<file path="config.mk">
export PLATFORM = sky130hd
export DESIGN_NAME = bin2bcd_seq_flat
export DESIGN_NICKNAME = d
export VERILOG_FILES = /design/src/rtl/bin2bcd_seq_if.sv /design/src/rtl/bin2bcd_seq.sv /design/src/flat_wrapper.sv
export SDC_FILE = /design/constraint.sdc
export NUM_CORES = 1
export LEC_CHECK = 0
export ABC_AREA = 0
export BUFFER_PORTS_ARGS = -buffer_cell sky130_fd_sc_hd__buf_2
export CORE_ASPECT_RATIO = 0.5
export CORE_UTILIZATION = 35
export CTS_BUF_LIST = sky130_fd_sc_hd__clkbuf_4 sky130_fd_sc_hd__clkbuf_8
export DETAILED_ROUTE_END_ITERATION = 7
export HOLD_SLACK_MARGIN = 0.06
export PLACE_DENSITY = 0.56
export SYNTH_ARGS = -nofsm -noshare
export SYNTH_HDL_FRONTEND = slang
export SYNTH_SLANG_ARGS = --single-unit
export TNS_END_PERCENT = 50
</file>
<file path="constraint.sdc">
create_clock -name clk -period 1.5 [get_ports clk]
set_input_delay 0.3 -clock clk [delete_from_list [all_inputs] [get_ports clk]]
set_output_delay 0.3 -clock clk [all_outputs]
set_load 0.05 [all_outputs]
</file>
<file path="src/rtl/bin2bcd_seq_if.sv">
// Handshake/result bundle for bin2bcd_seq. Optional 7-segment outputs
// appear only when BIN2BCD_SEG7_EN is defined.
interface bin2bcd_seq_if #(
    parameter int WIDTH = 6
);
    logic             start;
    logic [WIDTH-1:0] bin;
    logic             busy;
    logic             done;
    logic [3:0]       dezena;
    logic [3:0]       unidade;
`ifdef BIN2BCD_SEG7_EN
    logic [6:0]       seg_dez;
    logic [6:0]       seg_uni;
`endif

    modport master (
        output start,
        output bin,
        input  busy,
        input  done,
        input  dezena,
        input  unidade
`ifdef BIN2BCD_SEG7_EN
        ,
        input  seg_dez,
        input  seg_uni
`endif
    );

    modport slave (
        input  start,
        input  bin,
        output busy,
        output done,
        output dezena,
        output unidade
`ifdef BIN2BCD_SEG7_EN
        ,
        output seg_dez,
        output seg_uni
`endif
    );
endinterface

</file>
<file path="src/rtl/bin2bcd_seq.sv">
// Sequential shift-and-add-3 binary-to-BCD converter, one shift per clock.
// Define BIN2BCD_SEG7_EN to add registered active-low 7-segment outputs.
module bin2bcd_seq #(
    parameter int WIDTH = 6
) (
    input  logic           clk,
    input  logic           clr,
    bin2bcd_seq_if.slave   bus,
    output logic           dbg_state
);
    // Handshake: start is taken only on an edge where busy=0 (IDLE); bin is
    // captured on that edge. busy stays high for WIDTH cycles, then done
    // pulses for one cycle with dezena/unidade already holding the result.
    // A start seen during busy is dropped, not queued.

    localparam int SW = WIDTH + 8;
    localparam int CW = $clog2(WIDTH + 1);

    typedef enum logic {
        IDLE  = 1'b0,
        SHIFT = 1'b1
    } state_t;

    state_t          state_q, state_d;
    logic [SW-1:0]   shreg_q, shreg_d;
    logic [CW-1:0]   cnt_q, cnt_d;
    logic            done_q, done_d;
    logic [3:0]      dez_q, dez_d;
    logic [3:0]      uni_q, uni_d;
    logic [SW-1:0]   corr;
    logic [SW-1:0]   shifted;

    // Add-3 correction on both BCD nibbles, then the left shift.
    always_comb begin
        corr = shreg_q;
        if (shreg_q[WIDTH+3:WIDTH] >= 4'd5)
            corr[WIDTH+3:WIDTH] = shreg_q[WIDTH+3:WIDTH] + 4'd3;
        if (shreg_q[WIDTH+7:WIDTH+4] >= 4'd5)
            corr[WIDTH+7:WIDTH+4] = shreg_q[WIDTH+7:WIDTH+4] + 4'd3;
        shifted = corr << 1;
    end

    always_comb begin
        state_d = state_q;
        shreg_d = shreg_q;
        cnt_d   = cnt_q;
        done_d  = 1'b0;
        dez_d   = dez_q;
        uni_d   = uni_q;
        case (state_q)
            IDLE: begin
                if (bus.start) begin
                    shreg_d = {8'b0, bus.bin};
                    cnt_d   = CW'(WIDTH);
                    state_d = SHIFT;
                end
            end
            SHIFT: begin
                shreg_d = shifted;
                cnt_d   = cnt_q - CW'(1);
                if (cnt_q == CW'(1)) begin
                    dez_d   = shifted[SW-1:SW-4];
                    uni_d   = shifted[SW-5:SW-8];
                    done_d  = 1'b1;
                    state_d = IDLE;
                end
            end
            default: state_d = IDLE;
        endcase
    end

`ifdef BIN2BCD_SEG7_EN
    function automatic logic [6:0] seg7(input logic [3:0] d);
        case (d)
            4'd0:    seg7 = 7'b1000000;
            4'd1:    seg7 = 7'b1111001;
            4'd2:    seg7 = 7'b0100100;
            4'd3:    seg7 = 7'b0110000;
            4'd4:    seg7 = 7'b0011001;
            4'd5:    seg7 = 7'b0010010;
            4'd6:    seg7 = 7'b0000010;
            4'd7:    seg7 = 7'b1111000;
            4'd8:    seg7 = 7'b0000000;
            4'd9:    seg7 = 7'b0010000;
            default: seg7 = 7'b1111111;
        endcase
    endfunction

    logic [6:0] seg_dez_q, seg_dez_d;
    logic [6:0] seg_uni_q, seg_uni_d;

    always_comb begin
        seg_dez_d = seg7(dez_d);
        seg_uni_d = seg7(uni_d);
    end

    always_ff @(posedge clk or negedge clr) begin
        if (!clr) begin
            seg_dez_q <= 7'b1000000;
            seg_uni_q <= 7'b1000000;
        end else begin
            seg_dez_q <= seg_dez_d;
            seg_uni_q <= seg_uni_d;
        end
    end

    assign bus.seg_dez = seg_dez_q;
    assign bus.seg_uni = seg_uni_q;
`endif

    always_ff @(posedge clk or negedge clr) begin
        if (!clr) begin
            state_q <= IDLE;
            shreg_q <= '0;
            cnt_q   <= '0;
            done_q  <= 1'b0;
            dez_q   <= 4'd0;
            uni_q   <= 4'd0;
        end else begin
            state_q <= state_d;
            shreg_q <= shreg_d;
            cnt_q   <= cnt_d;
            done_q  <= done_d;
            dez_q   <= dez_d;
            uni_q   <= uni_d;
        end
    end

    assign bus.busy    = (state_q == SHIFT);
    assign bus.done    = done_q;
    assign bus.dezena  = dez_q;
    assign bus.unidade = uni_q;
    assign dbg_state   = state_q;
endmodule

</file>
<file path="src/flat_wrapper.sv">
// flat-port wrapper written by rule: the top's interface ports become plain ports
module bin2bcd_seq_flat 
#(
    parameter int WIDTH = 6
)
  (clk, clr, dbg_state, bus_start, bus_bin, bus_busy, bus_done, bus_dezena, bus_unidade);
  bin2bcd_seq_if #(.WIDTH(WIDTH)) bus_i ();
  input  logic clk;
  input  logic clr;
  output logic dbg_state;
  input wire logic [$bits(bus_i.start)-1:0] bus_start;
  input wire logic [$bits(bus_i.bin)-1:0] bus_bin;
  output wire logic [$bits(bus_i.busy)-1:0] bus_busy;
  output wire logic [$bits(bus_i.done)-1:0] bus_done;
  output wire logic [$bits(bus_i.dezena)-1:0] bus_dezena;
  output wire logic [$bits(bus_i.unidade)-1:0] bus_unidade;
  assign bus_i.start = bus_start;
  assign bus_i.bin = bus_bin;
  assign bus_busy = bus_i.busy;
  assign bus_done = bus_i.done;
  assign bus_dezena = bus_i.dezena;
  assign bus_unidade = bus_i.unidade;
  bin2bcd_seq #(.WIDTH(WIDTH)) u_core (.clk(clk), .clr(clr), .bus(bus_i), .dbg_state(dbg_state));
endmodule
</file>
* Yosys cells after proc, flatten, opt, wreduce, memory -nomap -nowiden *
Index checks and enable logic that the tools add are counted.

operators by class
  multiplexer cells = 11
  reduce and logical (&&, ||, !) cells = 1
  $lt $le $gt $ge = 2
  equal/unequal tests = 2
  bitwise operators = 1
  add/subtract/negate cells = 3

operators by type and width
  operator             number
  $pmux 14 s2          1
  $mux 14              1
  $ge 4x3->1 const B   2
  $mux 3               2
  $pmux 3 s2           1
  $add 4x2->4 const B  1
  $mux 1               4
  $mux 4               1
  $add 3x2->3 const B  1
  $eq 3x1->1 const B   1
  $sub 3x1->3 const B  1
  $ne 2x2->1 const B   1
  $pmux 1 s2           1
  $reduce_and 2->1     1
  $not 1->1            1

storage, ports and cells
  output and inout bits = 11
  register bits after elaboration = 27
  bits of input ports = 9

* Logic depth before layout (Yosys ltp) *
  word-level depth = 3
  depth in mapped cells = 6

* Worst setup path before layout *
No wires, ideal clock.

  path type = reg2reg
  start point = reg u_core.state_q (netlist: u_core.bus.busy)
  end point = reg u_core.dez_q[1] (netlist: u_core.bus.dezena[1])
  path slack = -0.091 ns
  data arrival time = 1.466 ns
  stages on the path, launching flop included = 5
  data required time = 1.375 ns
  buffers on the path = 1
  cells stage by stage = dfrtp_1 -> buf_2 -> nand3b_2 -> inv_2 -> mux2_2

between the ends
  word-level cells in the longest chain between the ends = 1

ends and longest elaborated chain
  element                     RTL line            source
  from (decl)                 bin2bcd_seq.sv:24   state_t state_q, state_d;
  from (signal assigned)      bin2bcd_seq.sv:120  state_q <= state_d;
  $reduce_and 2->1 (no line)  n/a
  to (signal assigned)        bin2bcd_seq.sv:124  dez_q <= dez_d;
  to (decl)                   bin2bcd_seq.sv:28   logic [3:0] dez_q, dez_d;

Every way passes these cells.
A chain may end at the register's enable or synchronous reset.

* Worst setup path in the final report *
  start point = reg u_core.shreg_q[10]
  end point = reg u_core.dez_q[2] (netlist: u_core.bus.dezena[2])

between the ends
  word-level cells in the longest chain between the ends = 2
  elaborated cells between the ends (all ways) = 3

ends and longest elaborated chain
  element                                    RTL line                              source
  from (decl)                                bin2bcd_seq.sv:25                     logic [SW-1:0] shreg_q, shreg_d;
  from (signal assigned)                     bin2bcd_seq.sv:121                    shreg_q <= shreg_d;
  $ge 4x3->1 or $add 3x2->3 (tied branches)  bin2bcd_seq.sv:38, bin2bcd_seq.sv:39
  $mux 3 *                                   bin2bcd_seq.sv:38                     if (shreg_q[WIDTH+7:WIDTH+4] >= 4'd5)

Mark *: on every way between the ends. The rest lies on a longest branch, timed or not.

==> implementation parameters <==
Parameter                              Value

Outcome
  Result of the run ... completed

Power
  Clock share of power ... 0.114
  Leakage Power ... 0.7763 nW
  Portion of total power attributed to sequential cells ... 0.339
  Net switching component of the power ... 1.682 mW
  Net Sw Frac ... 0.4421
  Design internal power ... 2.123 mW
  PD cells ... 2416 nW/um^2
  Maximum ir drop on the vdd rail ... 661.5 uV
  Combinational Power Share ... 0.547

Detailed routing
  Detail Route Antenna Nets ... 0
  Number of vias after detailed routing ... 895
  Final Routed Wirelength ... 2462 um
  Remaining design rule violation count ... 0
  Vias per cell ... 4.590
  Initial detailed-routing violation count ... 35
  Average wire per cell in the routed design ... 12.63 um
  Number of optimization iterations in the first detailed-route pass ... 4

Floorplan
  Number of cell rows ... 15
  Overall die area ... 3977 um^2
  Io pins ... 20
  Horizontal extent of the die ... 88.19 um
  Initial Util ... 0.3724
  Core area ... 3491 um^2
  Die boundary height ... 45.10 um

Worst hold path
  Hold Crit Endpoint ... u_core.shreg_q[0]$_DFFE_PN0P_
  Worst min path class ... in -> reg
  Hold_sp ... bus_bin[0]
  Hold-critical path depth ... 3

STA
  Slew HR ... 0.7288
  Number of hold violations in the final report ... 0
  Peak clock frequency supported by timing ... 0.7050 GHz
  Slew of the pin with the lowest slew margin ... 406.8 ps
  Final worst path period need ... 1419 ps
  Setup violations, final ... 0
  Number of pins exceeding their max-slew limit in the final report ... 0
  Period utilization ... 0.9457
  Worst Skew ... 3.194 ps

Global route
  Largest net degree at the start of global routing ... 28
  Number of antenna violations at the first check in global routing ... 0
  Global-route wire length before repair ... 4146 um
  Aggregate global-route resource usage ... 0.1442
  Via count of the first global-routing pass ... 831
  Aggregate global routing overflow ... 0

Place
  Post-DP HPWL ... 1641 um
  Routability cong. ... 0.7080
  Count of buffers inserted at the top-level ports ... 19
  Placed cell area ... 1463 um^2

Critical path
  Maximum fanout along the worst path ... 4
  Worst flop-to-flop path startpoint ... u_core.shreg_q[10]$_DFFE_PN0P_
  Worst R2R Setup Slack ... 80 ps
  Critical path startpoint category ... flip-flop
  Critical Path End Type ... flip-flop
  Worst reg2reg endpoint ... u_core.bus.dezena[2]$_DFFE_PN0P_
  Kind of critical path ... reg -> reg
  Number of cell instances on the worst register-to-register path ... 5
  Worst EP required ... 1660 ps
  Signal arrival time at the worst endpoint ... 1580 ps

Finish
  Antenna diodes ... 0
  Number of nets in the layout ... 160
  Commonest cells after routing, fill and taps aside ... sky130_fd_sc_hd__dfrtp_1 (26), sky130_fd_sc_hd__buf_2 (17), sky130_fd_sc_hd__nand2_1 (13)
  P&R area growth vs syn ... 21.17%
  Ratio of cells with drive above 1 in the final layout ... 0.3264
  Most common cell after layout, fill and taps aside ... sky130_fd_sc_hd__dfrtp_1
  Post-route cell area ... 1575 um^2
  Post-route core utilization ... 0.4513

Synthesis
  Instance count of the mapped netlist ... 120
  Fraction of synthesis flops using an asynchronous set or reset pin ... 1.000
  Distinct cell type count after synthesis ... 25
  EDFF count, synth ... 0
  Number of warning messages in the yosys log ... 0
  Synthesized Nets ... 135
  #FFs+latches synth ... 27
  Post-synth design cell area ... 1300 um^2
  Most used flip-flop cell after synthesis ... sky130_fd_sc_hd__dfrtp_1
  Sequential area share after synthesis ... 0.5197
  Avg Cell Area, Syn ... 10.83 um^2

Clock tree
  CTS tree ... yes
  Library cell used as clock root buffer ... sky130_fd_sc_hd__clkbuf_8
  Clock buffer count from CTS ... 3
  Num Clock Sinks ... 27
  Clock latency on the worst-skew pair ... 270 ps
  Number of buffers on the longest clock path ... 2
  Register clock-pin slew on the reported worst setup and hold paths ... 90 ps
  Max H-tree Level ... 1

Flow run
  Total of max-cap violations ... 0
-- worst max path at each step --
stage / start / to / slack, ps / cells past startpoint
after floorplan: u_core.bus.busy$_DFF_PN0_ / u_core.bus.dezena[1]$_DFFE_PN0P_ / 60 / 4
after global placement: u_core.shreg_q[7]$_DFFE_PN0P_ / u_core.bus.unidade[2]$_DFFE_PN0P_ / 60 / 6
after detailed placement: u_core.shreg_q[6]$_DFFE_PN0P_ / u_core.bus.unidade[2]$_DFFE_PN0P_ / 30 / 5
after CTS: u_core.shreg_q[6]$_DFFE_PN0P_ / u_core.bus.unidade[2]$_DFFE_PN0P_ / 7 / 5
after global routing: u_core.shreg_q[10]$_DFFE_PN0P_ / u_core.bus.dezena[2]$_DFFE_PN0P_ / -0.1 / 5
final: u_core.shreg_q[10]$_DFFE_PN0P_ / u_core.bus.dezena[2]$_DFFE_PN0P_ / 80 / 5
-- stage by stage --
step                instances  hold WS (ps)  worst slack [ps]  setup TNS [ps]  power [mW]
detailed placement        188         324.5             27.87               0       3.227
global route              195         292.3           -0.1115         -0.1115       4.120
global placement          188         320.2             55.05               0       3.188
CTS                       193         264.8             7.318               0       3.680
floorplan                 120         4.409             56.97               0       2.798
finish                    195         270.3             81.47               0       3.806
-- Yosys cell counts (2+ instances only) --
cell type,instances,share of area
sky130_fd_sc_hd__xnor2_1,3,0.020
sky130_fd_sc_hd__nand2_1,13,0.038
sky130_fd_sc_hd__nand2b_1,3,0.014
sky130_fd_sc_hd__nor3b_1,6,0.035
sky130_fd_sc_hd__dfrtp_1,27,0.52
sky130_fd_sc_hd__o21ai_0,10,0.039
sky130_fd_sc_hd__a21oi_2,2,0.013
sky130_fd_sc_hd__ha_1,6,0.058
sky130_fd_sc_hd__nor2_1,3,0.0087
sky130_fd_sc_hd__inv_1,6,0.017
sky130_fd_sc_hd__nor3_1,5,0.019
sky130_fd_sc_hd__a21oi_1,5,0.019
sky130_fd_sc_hd__mux2_2,3,0.026
sky130_fd_sc_hd__buf_2,4,0.015
sky130_fd_sc_hd__mux2i_1,10,0.077
sky130_fd_sc_hd__a21o_1,4,0.023
sky130_fd_sc_hd__clkbuf_1,2,0.0058
-- sequential cells by signal (all words and copies together), names as in the netlist --
name                flops
u_core.bus.unidade      4
u_core.bus.busy         1
u_core.bus.dezena       4
u_core.bus.done         1
u_core.shreg_q         14
u_core.cnt_q            3
-- logic make-up after synthesis --
family / share of synthesized area
AO/OA/AOI/OAI: 0.1068
XOR/XNOR: 0.02022
adder cells (fa/ha/maj): 0.05775
buffers and inverters: 0.04716
flip-flops: 0.5197
multiplexers: 0.1145
AND/OR/NAND/NOR: 0.1338
-- per-layer routing --
metal | routed length (um) | track usage | vias to the layer above
li1 | - | - | 455
met1 | 1304 | 0.2049 | 420
met2 | 1036 | 0.2154 | 18
met3 | 94 | 0.04388 | 2
met4 | 26 | 0.03871 | 0
met5 | 0 | 0 | -
-- critical path, stage by stage, from the launching register on --
cell and delay, ps:
sky130_fd_sc_hd__dfrtp_1 420, sky130_fd_sc_hd__ha_1 190, sky130_fd_sc_hd__nand2b_1 140, sky130_fd_sc_hd__a21oi_2 180
sky130_fd_sc_hd__mux2i_1 110, sky130_fd_sc_hd__mux2_2 270
-- what timing repair did --
| action | in CTS | in global routing |
|---|---|---|
| hold buffers | 1 | 0 |
| gates resized for setup | 0 | 12 |
| buffers inserted | 0 | 2 |
| hold endpoints to repair | 27 | 0 |
| setup endpoints to repair | 0 | 9 |
-- power groups by stage --
stage               Combinational [mW]  Clock [mW]  Sequential (mW)
floorplan                         1.14           0             1.65
global placement                  1.90           0             1.29
detailed placement                1.93           0             1.29
CTS                               1.95       0.452             1.28
global route                      2.29       0.489             1.34
finish                            2.08       0.433             1.29
-- cell type report --
| class | instances | area [um^2] |
|---|---|---|
| Tap cell | 51 | 63.81 |
| Clock buffer | 4 | 48.80 |
| Multi-Input combinational cell | 79 | 596.8 |
| Sequential cell | 27 | 676.9 |
| Timing Repair Buffer | 27 | 162.7 |
| Inverter | 7 | 26.28 |
| Fill cell | 348 | 1916 |
Note: power is estimated with default switching activity, not from simulation.
